File: src/rtl/sr_bank_ctrl.sv
// Round-robin set/clear controller for a shared bank of SR flip-flops with Q-feedback verify.
// Optional toggle opcode (OP=11) is enabled by defining SR_TOGGLE_EN.
module sr_bank_ctrl #(
  parameter int unsigned N         = 8,
  parameter int unsigned IW        = (N > 1) ? $clog2(N) : 1,
  parameter int unsigned PULSE_CYC = 1,
  parameter int unsigned TIMEOUT   = 4
) (
  input  logic          i_clk,
  input  logic          i_rst_n,
  input  logic          i_req_a,
  input  logic [1:0]    i_op_a,
  input  logic [IW-1:0] i_idx_a,
  output logic          o_ack_a,
  input  logic          i_req_b,
  input  logic [1:0]    i_op_b,
  input  logic [IW-1:0] i_idx_b,
  output logic          o_ack_b,
  input  logic [N-1:0]  i_q_fb,
  output logic [N-1:0]  o_s,
  output logic [N-1:0]  o_r,
  output logic          o_busy,
  output logic          o_gnt_id,
  output logic          o_err
);

  localparam int unsigned CW = (PULSE_CYC > 1) ? $clog2(PULSE_CYC) : 1;
  localparam int unsigned TW = (TIMEOUT > 1) ? $clog2(TIMEOUT) : 1;
  localparam logic [CW-1:0] CntLast = CW'(PULSE_CYC - 1);
  localparam logic [TW-1:0] TmrLast = TW'(TIMEOUT - 1);
`ifdef SR_TOGGLE_EN
  localparam bit ToggleEn = 1'b1;
`else
  localparam bit ToggleEn = 1'b0;
`endif

  typedef enum logic [1:0] {StIdle, StDrive, StCheck, StAck} state_e;

  state_e        r_state, w_state_nxt;
  logic          r_ptr, w_ptr_nxt;
  logic          r_gnt, w_gnt_nxt;
  logic [N-1:0]  r_sel, w_sel_nxt;
  logic          r_exp, w_exp_nxt;
  logic [CW-1:0] r_cnt, w_cnt_nxt;
  logic [TW-1:0] r_tmr, w_tmr_nxt;
  logic          r_busy, w_busy_nxt;
  logic          r_ack_a, w_ack_a_nxt;
  logic          r_ack_b, w_ack_b_nxt;
  logic          r_err, w_err_nxt;
  logic [N-1:0]  r_s, w_s_nxt;
  logic [N-1:0]  r_r, w_r_nxt;

  logic          w_any;
  logic          w_win;
  logic [1:0]    w_op;
  logic [IW-1:0] w_idx;
  logic [N-1:0]  w_sel;
  logic          w_qsel;
  logic          w_chk;

  assign w_any  = i_req_a | i_req_b;
  assign w_win  = (i_req_a & i_req_b) ? r_ptr : i_req_b;
  assign w_op   = w_win ? i_op_b : i_op_a;
  assign w_idx  = w_win ? i_idx_b : i_idx_a;
  // One-hot target; shifting past the top leaves it all-zero, which flags IDX>=N.
  assign w_sel  = N'(1) << w_idx;
  assign w_qsel = |(i_q_fb & w_sel);
  assign w_chk  = |(i_q_fb & r_sel);

  always_comb begin
    w_state_nxt = r_state;
    w_ptr_nxt   = r_ptr;
    w_gnt_nxt   = r_gnt;
    w_sel_nxt   = r_sel;
    w_exp_nxt   = r_exp;
    w_cnt_nxt   = r_cnt;
    w_tmr_nxt   = r_tmr;
    w_busy_nxt  = r_busy;
    w_ack_a_nxt = 1'b0;
    w_ack_b_nxt = 1'b0;
    w_err_nxt   = 1'b0;
    w_s_nxt     = r_s;
    w_r_nxt     = r_r;

    case (r_state)
      StIdle: begin
        if (w_any) begin
          w_ptr_nxt  = ~w_win;
          w_gnt_nxt  = w_win;
          w_busy_nxt = 1'b1;
          w_sel_nxt  = w_sel;
          w_cnt_nxt  = '0;
          w_tmr_nxt  = '0;
          w_s_nxt    = '0;
          w_r_nxt    = '0;
          if ((w_sel == '0) || (w_op == 2'b00) || ((w_op == 2'b11) && !ToggleEn)) begin
            w_state_nxt = StAck;
            w_ack_a_nxt = ~w_win;
            w_ack_b_nxt = w_win;
            w_err_nxt   = (w_sel == '0) || (w_op != 2'b00);
          end else begin
            w_state_nxt = StDrive;
            case (w_op)
              2'b01: begin
                w_s_nxt   = w_sel;
                w_exp_nxt = 1'b1;
              end
              2'b10: begin
                w_r_nxt   = w_sel;
                w_exp_nxt = 1'b0;
              end
              default: begin
                if (w_qsel) w_r_nxt = w_sel;
                else        w_s_nxt = w_sel;
                w_exp_nxt = ~w_qsel;
              end
            endcase
          end
        end
      end
      StDrive: begin
        if (r_cnt == CntLast) begin
          w_state_nxt = StCheck;
          w_s_nxt     = '0;
          w_r_nxt     = '0;
          w_tmr_nxt   = '0;
        end else begin
          w_cnt_nxt = r_cnt + 1'b1;
        end
      end
      StCheck: begin
        if (w_chk == r_exp) begin
          w_state_nxt = StAck;
          w_ack_a_nxt = ~r_gnt;
          w_ack_b_nxt = r_gnt;
        end else if (r_tmr == TmrLast) begin
          w_state_nxt = StAck;
          w_ack_a_nxt = ~r_gnt;
          w_ack_b_nxt = r_gnt;
          w_err_nxt   = 1'b1;
        end else begin
          w_tmr_nxt = r_tmr + 1'b1;
        end
      end
      StAck: begin
        w_state_nxt = StIdle;
        w_busy_nxt  = 1'b0;
      end
      default: begin
        w_state_nxt = StIdle;
        w_busy_nxt  = 1'b0;
        w_s_nxt     = '0;
        w_r_nxt     = '0;
      end
    endcase
  end

  always_ff @(posedge i_clk or negedge i_rst_n) begin
    if (!i_rst_n) begin
      r_state <= StIdle;
      r_ptr   <= 1'b0;
      r_gnt   <= 1'b0;
      r_sel   <= '0;
      r_exp   <= 1'b0;
      r_cnt   <= '0;
      r_tmr   <= '0;
      r_busy  <= 1'b0;
      r_ack_a <= 1'b0;
      r_ack_b <= 1'b0;
      r_err   <= 1'b0;
      r_s     <= '0;
      r_r     <= '0;
    end else begin
      r_state <= w_state_nxt;
      r_ptr   <= w_ptr_nxt;
      r_gnt   <= w_gnt_nxt;
      r_sel   <= w_sel_nxt;
      r_exp   <= w_exp_nxt;
      r_cnt   <= w_cnt_nxt;
      r_tmr   <= w_tmr_nxt;
      r_busy  <= w_busy_nxt;
      r_ack_a <= w_ack_a_nxt;
      r_ack_b <= w_ack_b_nxt;
      r_err   <= w_err_nxt;
      r_s     <= w_s_nxt;
      r_r     <= w_r_nxt;
    end
  end

  assign o_s      = r_s;
  assign o_r      = r_r;
  assign o_ack_a  = r_ack_a;
  assign o_ack_b  = r_ack_b;
  assign o_busy   = r_busy;
  assign o_gnt_id = r_gnt;
  assign o_err    = r_err;

endmodule

File: config.mk
export PLATFORM = sky130hd
export DESIGN_NAME = sr_bank_ctrl
export DESIGN_NICKNAME = d
export VERILOG_FILES = /design/src/rtl/sr_bank_ctrl.sv
export SDC_FILE = /design/constraint.sdc
export NUM_CORES = 1
export LEC_CHECK = 0
export ABC_AREA = 1
export CAP_MARGIN = 15
export CORE_AREA = 2 2 72 74
export DETAILED_ROUTE_END_ITERATION = 10
export DIE_AREA = 0 0 74 76
export PLACE_DENSITY = 0.69
export SKIP_CTS_REPAIR_TIMING = 1
export SYNTH_ARGS = -nofsm -noshare
export SYNTH_HDL_FRONTEND = slang
export SYNTH_SLANG_ARGS = --single-unit
File: constraint.sdc
create_clock -name i_clk -period 2.5 [get_ports i_clk]
set_input_delay 0.5 -clock i_clk [delete_from_list [all_inputs] [get_ports i_clk]]
set_output_delay 0.5 -clock i_clk [all_outputs]
set_load 0.05 [all_outputs]
* Word-level counts from Yosys, hierarchy flattened
Cells that the tools add are included.
Storage, ports and cells: flip-flop bits (word level) 36, bits of input ports 22, word-level logic and storage cells 102
Cells by class: bitwise logic cells 8, equality and inequality tests 13, add/sub/neg operators 2, reduce and logical (&&, ||, !) cells 19, shift-type cells 1, mux-type cells 46
Operator list (number):
- case mux 8 bit (2 select lines) | 4
- 2-to-1 mux 8 bit | 7
- 2-to-1 mux 2 bit | 10
- AND 8 bit | 2
- 2-to-1 mux 1 bit | 16
- OR reduction 8 bit | 2
- case mux 1 bit (2 select lines) | 6
- equality test 2 bit (second input constant) | 5
- AND reduction 3 bit | 3
- logical NOT 8 bit | 1
- != test 2 bit (second input constant) | 4
- case mux 2 bit (4 select lines) | 1
- left shift 1 x 3 -> 8 bit (first input constant) | 1
- case mux 2 bit (3 select lines) | 1
- AND reduction 2 bit | 3
- nonzero test 2 bit | 3
- AND reduction 5 bit | 1
- equality test 2 x 1 -> 1 bit (second input constant) | 2
- logical NOT 2 bit | 2
- NOT 1 bit | 4
- logical OR 1 bit | 3
- 2-to-1 mux 3 bit | 1
- != test 3 bit (second input constant) | 1
- nonzero test 3 bit | 1
- 5 further kinds | 5

* Depth between registers and ports, before layout
Gate-level depths: netlist (run 1).
depth in word-level cells 11, depth in mapped cells 17

* Least setup slack after synthesis (run 1)
No wires, ideal clock.
path type input -> register, from input i_req_a, to register r_r[5], in the netlist o_r[5], buffers on the path 0, stages 16, setup slack 0.247 ns, setup time 0.066 ns, required time 2.434 ns, arrival time 2.187 ns, cells stage by stage nand2_2 > nand2_2 > inv_1 > or2_2 > o21ai_0 > inv_1 > ha_1 > nor2_1 > inv_1 > nor2_2 > inv_1 > nor2_1 > o21ai_1 > inv_1 > nand3_1 > nand2_1
Between the ends: word-level cells in the longest chain between the ends 11, elaborated cells between the ends (all ways) 22, those cells by class eq/ne: 4; shift: 1; mux: 8; bitwise: 3; reduce/logical: 6
RTL lines:
- start: declaration | line 11 | input logic i_req_a,
- AND 1 bit | line 62 | assign w_win = (i_req_a & i_req_b) ? r_ptr : i_req_b;
- 2-to-1 mux 1 bit | line 62
- 2-to-1 mux 3 bit | line 64 | assign w_idx = w_win ? i_idx_b : i_idx_a;
- left shift 1 x 3 -> 8 bit | line 66 | assign w_sel = N'(1) << w_idx;
- AND 8 bit | line 67 | assign w_qsel = |(i_q_fb & w_sel);
- OR reduction 8 bit | line 67
- 2-to-1 mux 8 bit | line 113 | if (w_qsel) w_r_nxt = w_sel;
- case mux 8 bit (2 select lines) | line 103 | case (w_op)
- 2-to-1 mux 8 bit | line 96 | if ((w_sel == '0) || (w_op == 2'b00) || ((w_op == 2'b11) && !ToggleEn)) begin
- 2-to-1 mux 8 bit | line 87 | if (w_any) begin
- case mux 8 bit (2 select lines) | line 85 | case (r_state)
- end signal: assignment | line 186 | r_r <= w_r_nxt;
- end: declaration | line 51 | logic [N-1:0] r_r, w_r_nxt;
Parallel ways exist; a longest one is shown, timed or not. The select of a mux whose other input is x is not followed. A chain may end at the register's enable or synchronous reset.

* Worst setup path after layout (run 1)
from input i_req_b, to register r_r[1], in the netlist o_r[1]
Between the ends: word-level cells in the longest chain between the ends 11, elaborated cells between the ends (all ways) 22, those cells by class eq/ne: 4; shift: 1; mux: 8; bitwise: 3; reduce/logical: 6
RTL lines:
- start: declaration | line 15 | input logic i_req_b,
- AND 1 bit | line 62
- 2-to-1 mux 1 bit | line 62
- 2-to-1 mux 3 bit | line 64
- left shift 1 x 3 -> 8 bit | line 66
- AND 8 bit | line 67
- OR reduction 8 bit | line 67
- 2-to-1 mux 8 bit | line 113
- case mux 8 bit (2 select lines) | line 103
- 2-to-1 mux 8 bit | line 96
- 2-to-1 mux 8 bit | line 87
- case mux 8 bit (2 select lines) | line 85
Parallel ways exist; a longest one is shown, timed or not. The select of a mux whose other input is x is not followed.

==> flow_summary_export.csv, run 1 <==
group,metric,value,unit
yosys,synth_cells,265,
sta,fin_tns_setup,0,ns
cts,cts_made_buffers,5,
critical_path,worst_setup_path_start_kind,"input port",
hold_path,holdCritPathClass,"reg2reg",
sta,clock-skew-final,0.00458,ns
power_and_ir_drop,p_seq_frac,0.319,
cts,clock_latency,0.29,ns
route,routedWlPerCell,11.7,um
route,firstDrtPassIters,4,
sta,max_freq,442,MHz
sta,maxSlewViolCount,0,
power_and_ir_drop,power_leakage,1.42,nW
power_and_ir_drop,swShare,0.452,
yosys,synth_edf_count,0,
floorplanning,die_h,76,um
sta,finalSetupViolCount,0,
sta,slew_headroom,0.664,
place,gp_routability_congestion,0.890,
global_routing,grt_pass1_wl,8.22,mm
route,via_per_inst,4.62,
layout,layout-drive-gt1-share,0.187,
global_routing,grt_max_degree,36,
layout,fin_nets,363,
critical_path,cp.arrival,2.49,ns
power_and_ir_drop,p_comb_frac,0.528,
floorplanning,start_util,0.407,
route,ant_nets,0,
critical_path,end_kind,"flip-flop",
sta,rsz0062_at_grt,"no",
route,drc,0,
cts,clk_pin_slew,0.07,ns
floorplanning,ios,43,
power_and_ir_drop,total_power,2.55,mW
power_and_ir_drop,ir_drop,741,uV
cts,clock_path_buffers,2,
global_routing,grt_usage,0.187,
yosys,ys_warn_count,0,
power_and_ir_drop,p_switching,1.16,mW
cts,clock-sinks,35,
yosys,ys.flop_type,"dfrtp_1",
yosys,async_flop_share,1.00,
yosys,ys_seq_elements,35,
cts,root_buffer,"clkbuf_8",
sta,finalCritPeriodShare,0.905,
layout,final_common_cell,"nand2_1",
sta,setup_slack,0.236,ns
global_routing,grt_pass1_vias,1831,
layout,nFillCells,484,
job,cap_violations,0,
critical_path,required,2.72,ns
sta,tightest_slew,0.503,ns
cts,cts_tree,"done",
layout,layout_common_cells,"97 x nand2_1, 41 x clkdlybuf4s50_1, 35 x dfrtp_1",
floorplanning,die_x,74,um
layout,area_growth_syn_to_layout,37.7,%
sta,period_needed,2.26,ns
place,dp_slack,-0.393,ns
run_status,outcome,"finished, final reports clean",
sta,finalHoldViolCount,0,
critical_path,worstPathMaxFanout,6,
floorplanning,dieArea,5620,um2
yosys,syn_avg_cell_area,7.55,um2
route,drt_iter0_markers,86,
layout,n_antenna_cell,0,
global_routing,gr-total-overflow,0,
power_and_ir_drop,power.density,927,nW/um2
power_and_ir_drop,power_frac_clock,0.153,
power_and_ir_drop,internal-power,1.40,mW
floorplanning,rows,26,
global_routing,antenna_found_initial,0,
critical_path,worst-setup-path-type,"in2reg",
place,io_buffers,42,
cts,htreeDepth,2,
floorplanning,coreArea,4910,um2
yosys,syn_nets,297,
yosys,ys_seq_area_frac,0.438,
route,dr_total_vias,1857,
place,dp_hpwl,3.69,mm
yosys,netlist_area,2000,um2
route,wirelength,4.69,mm
yosys,synth.distinct_cells,25,
-- power by group through the flow --
stage	Clock, mW	Sequential (mW)	Combinational (mW)
CTS	0.411	0.815	1.33
detailed placement	0	0.825	1.32
global route	0.433	0.831	1.51
finish	0.392	0.815	1.35
global placement	0	0.819	1.30
floorplan	0	1.01	0.702
-- cell type report --
cell class / count / area (um2) / share of cell area
tap: 70 / 87.6 / 0.0318
sequential: 35 / 876 / 0.318
clock inverter: 2 / 12.5 / 0.00454
clock buffer: 6 / 72.6 / 0.0263
inverter: 29 / 109 / 0.0395
multi-input combinational: 196 / 1010 / 0.366
timing repair buffer: 64 / 588 / 0.213
-- state kept, by name, summed over array words and instances (netlist names), 2 cells and up --
register,count
o_r,8
r_tmr,2
o_s,8
r_state,2
r_sel,8
-- kinds of logic after synthesis --
group | share of synthesized area
AOI/OAI and AO/OA | 0.0625
adders and majority gates | 0.0625
buffers and inverters | 0.0694
DFF | 0.438
and+or+nand+nor | 0.368
-- metrics by stage --
stage / std cells / util / hold WS, ns / area, um2
global placement: 393 / 0.537 / 0.463 / 2640
global route: 402 / 0.561 / 0.503 / 2760
detailed placement: 393 / 0.537 / 0.465 / 2640
finish: 402 / 0.561 / 0.478 / 2760
CTS: 401 / 0.554 / 0.484 / 2720
floorplan: 265 / - / 0.204 / 2000
-- worst max-delay path: stages --
cell	delay, ns
clkdlybuf4s50_1	0.43
nand2_2	0.09
inv_1	0.06
or2_2	0.28
o21ai_2	0.07
inv_1	0.07
ha_1	0.20
nor2_2	0.10
inv_1	0.08
nor2_2	0.11
inv_2	0.06
nor2_4	0.10
o21ai_2	0.08
inv_2	0.10
nand3_1	0.10
nand2_1	0.07
-- path summary, 6_finish.rpt --
check | startpoint | end | slack, ns | cells after the start
max | i_req_b | o_r[1]$_DFFE_PN0P_ | 0.24 | 16
min | o_s[2]$_DFFE_PN0P_ | o_s[2]$_DFFE_PN0P_ | 0.48 | 2
max reg2reg | r_ptr$_DFFE_PN0P_ | o_r[1]$_DFFE_PN0P_ | 0.42 | 17
min reg2reg | o_s[2]$_DFFE_PN0P_ | o_s[2]$_DFFE_PN0P_ | 0.48 | 2
max in group asynchronous | i_rst_n | r_sel[6]$_DFFE_PN0P_ | 1.56 | 2
min in group asynchronous | i_rst_n | o_s[6]$_DFFE_PN0P_ | 0.63 | 2
-- metal layers --
layer / up-vias / GRT usage / share of wire
met1: 863 / 0.246 / 0.46
met2: 34 / 0.303 / 0.49
met4: 0 / 0.0509 / 0.013
met3: 7 / 0.0450 / 0.041
met5: - / 0 / 0
li1: 953 / - / -
-- synth_stat cells (2+ instances only) --
| master | n | area, um2 |
|---|---|---|
| nor2_2 | 6 | 37.5 |
| nand2_1 | 97 | 364 |
| o21ai_0 | 13 | 65.1 |
| or2_2 | 2 | 12.5 |
| a22o_1 | 2 | 17.5 |
| buf_2 | 3 | 15.0 |
| ha_1 | 10 | 125 |
| nor2_1 | 22 | 82.6 |
| nand3_1 | 19 | 95.1 |
| inv_1 | 28 | 105 |
| nand2_4 | 4 | 45.0 |
| nand2_2 | 9 | 56.3 |
| dfrtp_1 | 35 | 876 |
| nand4_1 | 4 | 25.0 |
No activity file was read; power rests on OpenSTA's default activity.
==> inputs of run 2 (changes only) <==
Settings changed: ABC_CLOCK_PERIOD_IN_PS from default to 2500, HOLD_SLACK_MARGIN from default to 0.08, MAX_ROUTING_LAYER from default to met4.
==> run 2 against run 1 <==
  * Wire length is 0.58% higher
  * Global-route usage is 0.54 points higher
  * Sequential cell count did not move
  * Sequential share of layout area stayed put
  * Setup slack is the same
  * Clock skew grew 0.0035 ns
  * Utilization unchanged
  * Fmax is the same
  * Via count grew 0.16%
  * Largest cell class unchanged
==> flow_summary_export.csv, run 2 (synthesized netlist as in run 1, its figures left out) <==
group,metric,value,unit
route,drt_iter0_markers,98,
sta,rsz0062_at_grt,"no",
place,io_buffers,42,
sta,maxSlewViolCount,0,
route,wirelength,4.71,mm
hold_path,whs_endpoint,"o_s[2]$_DFFE_PN0P_",
route,drc,0,
cts,clock-sinks,35,
global_routing,gr-total-overflow,0,
sta,tightest_slew,0.503,ns
power_and_ir_drop,swShare,0.453,
global_routing,grt_pass1_wl,8.22,mm
floorplanning,die_h,76,um
route,firstDrtPassIters,4,
critical_path,cp_cell_sequence,"clkdlybuf4s50_1 -> nand2_2 -> inv_1 -> or2_2 -> o21ai_2 -> inv_1 -> ha_1 -> nor2_2 -> inv_1 -> nor2_2 -> inv_2 -> nor2_4 -> o21ai_2 -> inv_2 -> nand3_1 -> nand2_1",
global_routing,met2_usage,0.302,
sta,fin_hold_ws,0.480,ns
sta,slew_headroom,0.664,
sta,clock-skew-final,0.00810,ns
critical_path,cp.arrival,2.49,ns
cts,cts_tree,"done",
critical_path,max_stage_delay,0.43,ns
global_routing,grt_busiest_layer,"met2",
sta,period_needed,2.26,ns
power_and_ir_drop,power_frac_clock,0.155,
layout,fin_nets,363,
hold_path,holdCritPathClass,"reg2reg",
floorplanning,dieArea,5620,um2
place,dp_slack,-0.393,ns
layout,layout_common_cells,"97 x nand2_1, 41 x clkdlybuf4s50_1, 35 x dfrtp_1",
run_status,outcome,"finished, final reports clean",
sta,finalCritPeriodShare,0.905,
critical_path,worst_setup_path_start_kind,"input port",
critical_path,required,2.72,ns
critical_path,critPathTopFamily,"simple AND/OR/NAND/NOR gates",
layout,n_antenna_cell,0,
floorplanning,coreArea,4910,um2
global_routing,antenna_found_initial,0,
route,routedWlPerCell,11.7,um
global_routing,grt_pass1_vias,1827,
cts,root_buffer,"clkbuf_8",
global_routing,grtUsageMet3,0.0450,
power_and_ir_drop,power.density,929,nW/um2
hold_path,hp-start,"o_s[2]$_DFFE_PN0P_",
critical_path,r2r-end,"o_r[1]$_DFFE_PN0P_",
sta,max_freq,442,MHz
place,gp_routability_congestion,0.905,
cts,clock_latency,0.29,ns
floorplanning,ios,43,
power_and_ir_drop,p_seq_frac,0.319,
job,cap_violations,0,
cts,clk_pin_slew,0.08,ns
critical_path,rr_startpoint,"r_ptr$_DFFE_PN0P_",
critical_path,reg2regPathDepth,17,
global_routing,grt_max_degree,36,
critical_path,worst-setup-path-type,"in2reg",
sta,setup_slack,0.236,ns
power_and_ir_drop,p_comb_frac,0.527,
power_and_ir_drop,internal-power,1.40,mW
critical_path,worstPathMaxFanout,6,
cts,htreeDepth,2,
layout,final_util,0.561,
critical_path,crit_top_cell,"inv_1",
cts,clock_path_buffers,2,
hold_path,hold_depth,2,
critical_path,end_kind,"flip-flop",
route,dr_total_vias,1860,
power_and_ir_drop,ir_drop,741,uV
critical_path,r2r_slack,0.42,ns
global_routing,grt_usage,0.192,
layout,layout-drive-gt1-share,0.187,
route,ant_nets,0,
sta,finalHoldViolCount,0,
cts,cts_made_buffers,5,
power_and_ir_drop,power_leakage,1.42,nW
critical_path,crit_buf_inv,6,
place,place_area,2640,um2
place,dp_hpwl,3.69,mm
floorplanning,rows,26,
layout,design_area,2760,um2
floorplanning,die_x,74,um
power_and_ir_drop,p_switching,1.16,mW
route,via_per_inst,4.63,
critical_path,crit_slowest_cell,"clkdlybuf4s50_1",
layout,final_common_cell,"nand2_1",
sta,finalSetupViolCount,0,
global_routing,grt_use_met1,0.248,
floorplanning,start_util,0.407,
layout,area_growth_syn_to_layout,37.7,%
[run 2: cell counts in the layout (fill, tap and decap cells not counted)]
No cell type changed its count.
[run 2: how the worst max path moves through the flow]
| stage | startpoint | endpoint | slack (ns) | depth (start not counted) |
|---|---|---|---|---|
| finish | i_req_b | o_r[1]$_DFFE_PN0P_ | 0.24 | 16 |
| CTS | i_req_a | o_r[1]$_DFFE_PN0P_ | -0.11 | 17 |
| floorplan | i_req_a | o_r[5]$_DFFE_PN0P_ | 0.25 | 16 |
| global placement | i_req_a | o_r[2]$_DFFE_PN0P_ | -0.28 | 17 |
| detailed placement | i_req_a | o_r[1]$_DFFE_PN0P_ | -0.39 | 17 |
| global route | i_req_b | o_r[1]$_DFFE_PN0P_ | 0.05 | 16 |
[run 2: final cells by class]
type / instances / area (um2)
Fill cell: 484 / 2160
Multi-Input combinational cell: 196 / 1010
Sequential cell: 35 / 876
Timing Repair Buffer: 64 / 588
Inverter: 29 / 109
Tap cell: 70 / 87.6
Clock buffer: 6 / 72.6
Clock inverter: 2 / 12.5
[run 2: metrics by stage]
stage               TNS, ns  total power [mW]  std cells
finish                    0              2.56        402
global placement      -4.17              2.12        393
detailed placement    -5.58              2.15        393
CTS                  -0.762              2.55        401
floorplan                 0              1.71        265
global route              0              2.77        402
[run 2: routing by layer]
metal | wire, um | part of all wire | up-vias
met5 | 0 | 0 | -
li1 | - | - | 953
met4 | 59 | 0.013 | 0
met1 | 2160 | 0.46 | 864
met3 | 200 | 0.042 | 7
met2 | 2290 | 0.49 | 36
[run 2: power groups by stage]
stage | Clock [mW] | Sequential, mW | Combinational [mW]
after floorplan | 0 | 1.01 | 0.702
after global placement | 0 | 0.819 | 1.30
after detailed placement | 0 | 0.825 | 1.32
after CTS | 0.411 | 0.815 | 1.33
after global routing | 0.435 | 0.831 | 1.51
final | 0.396 | 0.815 | 1.35
[run 2: worst reg2reg max path, stage by stage, from the launching register on]
cell     delay [ns]
dfrtp_1        0.37
inv_2          0.06
nand2_2        0.06
nand2_2        0.06
inv_1          0.06
or2_2          0.28
o21ai_2        0.07
inv_1          0.07
ha_1           0.20
nor2_2         0.10
inv_1          0.08
nor2_2         0.11
inv_2          0.06
nor2_4         0.10
o21ai_2        0.08
inv_2          0.10
nand3_1        0.10
nand2_1        0.07
==> inputs of run 3 (changes only) <==
Settings changed: ABC_CLOCK_PERIOD_IN_PS 2500 to 1840, PLACE_DENSITY 0.69 to 0.72, TNS_END_PERCENT from default to 50.
Clock period 2.5 ns to 1.84 ns, I/O delays scaled along.
==> run 3 against run 2 <==
  * The flow now finishes with violations (setup timing)
  * Final cell count grew 4.2%
  * Register-to-register slack lost 0.60 ns
  * First-iteration DRC count shrank 21%
  * Sequential power grew 34%
  * Global-route usage shrank 1.3 points
  * Total power grew 52%
  * Non-clock buffer count grew 15
  * Sequential cell count is the same
  * Critical path depth grew 1
  * Clock power grew 53%
  * Wire length grew 4.3%
  * Combinational power grew 61%
  * Critical path type is now reg2reg
  * Largest power group unchanged
==> flow_summary_export.csv, run 3 (synthesized netlist as in run 1, its figures left out) <==
group,metric,value,unit
layout,nFillCells,413,
place,dp_hpwl,3.64,mm
floorplanning,start_util,0.407,
cts,clk_pin_slew,0.07,ns
layout,area_growth_syn_to_layout,49.2,%
global_routing,grt_usage,0.179,
layout,final_common_cell,"nand2_1",
layout,n_antenna_cell,0,
floorplanning,rows,26,
critical_path,end_kind,"flip-flop",
critical_path,worst_setup_path_start_kind,"flip-flop",
route,via_per_inst,4.65,
power_and_ir_drop,power_leakage,1.59,nW
floorplanning,coreArea,4910,um2
power_and_ir_drop,total_power,3.88,mW
sta,rsz0062_at_grt,"yes",
route,wirelength,4.92,mm
power_and_ir_drop,power.density,1300,nW/um2
route,dr_total_vias,1947,
cts,cts_tree,"done",
critical_path,worstPathMaxFanout,6,
route,firstDrtPassIters,4,
power_and_ir_drop,p_switching,1.71,mW
cts,cts_made_buffers,5,
place,io_buffers,42,
global_routing,grt_max_degree,36,
global_routing,antenna_found_initial,0,
route,ant_nets,0,
cts,clock_path_buffers,2,
sta,finalSetupViolCount,18,
layout,layout-drive-gt1-share,0.344,
sta,setup_slack,-0.182,ns
critical_path,required,2.06,ns
power_and_ir_drop,p_comb_frac,0.563,
layout,fin_nets,380,
job,cap_violations,0,
run_status,violations,"setup timing",
route,drt_iter0_markers,77,
hold_path,holdCritPathClass,"reg2reg",
critical_path,worst-setup-path-type,"reg2reg",
floorplanning,ios,43,
route,drc,0,
sta,slew_headroom,0.707,
place,gp_routability_congestion,0.990,
cts,clock_latency,0.28,ns
floorplanning,die_h,76,um
floorplanning,dieArea,5620,um2
global_routing,grt_pass1_vias,1781,
route,routedWlPerCell,11.7,um
global_routing,grt_pass1_wl,7.78,mm
sta,period_needed,2.02,ns
power_and_ir_drop,internal-power,2.17,mW
sta,tightest_slew,0.439,ns
sta,finalCritPeriodShare,1.10,
sta,finalHoldViolCount,0,
layout,layout_common_cells,"92 x nand2_1, 54 x buf_4, 35 x dfrtp_1",
run_status,outcome,"finished, violations left",
global_routing,gr-total-overflow,0,
power_and_ir_drop,power_frac_clock,0.156,
power_and_ir_drop,swShare,0.441,
floorplanning,die_x,74,um
power_and_ir_drop,ir_drop,1210,uV
sta,maxSlewViolCount,0,
cts,htreeDepth,2,
power_and_ir_drop,p_seq_frac,0.281,
sta,clock-skew-final,0.00537,ns
critical_path,cp.arrival,2.25,ns
cts,root_buffer,"clkbuf_8",
cts,clock-sinks,35,
sta,max_freq,495,MHz
sta,fin_tns_setup,-2.42,ns
==> run 3: cell count changes in the layout (fill, tap and decap cells not counted), moves of 4 or more <==
| cell | previous run | this run |
|---|---|---|
| buf_4 | 22 | 54 |
| nor2_1 | 19 | 15 |
| clkdlybuf4s50_1 | 41 | 19 |
| nand2_1 | 97 | 92 |
| nand2_2 | 9 | 14 |
| inv_1 | 25 | 21 |
| inv_2 | 4 | 8 |
==> run 3: routing by layer <==
layer	global-route usage	vias to the layer above	part of all wire
met1	0.219	893	0.43
met4	0.0436	0	0.021
li1	-	995	-
met2	0.297	49	0.50
met3	0.0410	10	0.048
met5	-	-	0
==> run 3: layout make-up <==
class,count,area [um2],area share
multi-input cells,198,1140,0.381
flip-flops and latches,35,876,0.293
repair buffers,79,674,0.226
inverters,29,109,0.0365
clock buffers,8,100,0.0335
well taps,70,87.6,0.0293
==> run 3: worst paths after layout <==
| check | endpoint | cells past startpoint | from | slack (ns) |
|---|---|---|---|---|
| hold / removal | o_s[6]$_DFFE_PN0P_ | 2 | o_s[6]$_DFFE_PN0P_ | 0.47 |
| setup / recovery | o_r[3]$_DFFE_PN0P_ | 17 | r_ptr$_DFFE_PN0P_ | -0.18 |
| hold reg to reg | o_s[6]$_DFFE_PN0P_ | 2 | o_s[6]$_DFFE_PN0P_ | 0.47 |
| min in group asynchronous | o_r[6]$_DFFE_PN0P_ | 2 | i_rst_n | 0.49 |
| max in group asynchronous | r_tmr[0]$_DFFE_PN0P_ | 2 | i_rst_n | 1.03 |
| setup reg to reg | o_r[3]$_DFFE_PN0P_ | 17 | r_ptr$_DFFE_PN0P_ | -0.18 |
==> run 3: metrics by stage <==
stage	std cells	cell area, um2	setup WS (ns)	util	hold slack, ns
6_report	419	2990	-0.182	0.608	0.470
5_1_grt	419	2990	-0.321	0.608	0.500
4_1_cts	413	2800	-0.439	0.571	0.479
3_5_place_dp	405	2700	-0.723	0.550	0.462
3_3_place_gp	405	2700	-0.640	0.550	0.464
2_1_floorplan	265	2020	-0.158	-	0.0724
==> run 3: critical path, cell delays in order (launching register included) <==
cell	delay, ns
dfrtp_1	0.37
inv_2	0.06
nand2_2	0.06
nand2_2	0.08
inv_2	0.05
or2_4	0.22
o21ai_2	0.07
inv_1	0.08
ha_2	0.20
nor2_4	0.10
inv_2	0.06
nor2_4	0.09
inv_2	0.06
nor2_4	0.10
o21ai_2	0.09
inv_2	0.12
nand3_1	0.08
nand2_1	0.07
==> run 3: power by group through the flow <==
stage | Clock [mW] | Sequential [mW] | Combinational [mW]
global route | 0.661 | 1.12 | 2.39
floorplan | 0 | 1.37 | 0.971
detailed placement | 0 | 1.10 | 1.94
CTS | 0.630 | 1.09 | 1.95
global placement | 0 | 1.09 | 1.92
finish | 0.607 | 1.09 | 2.18
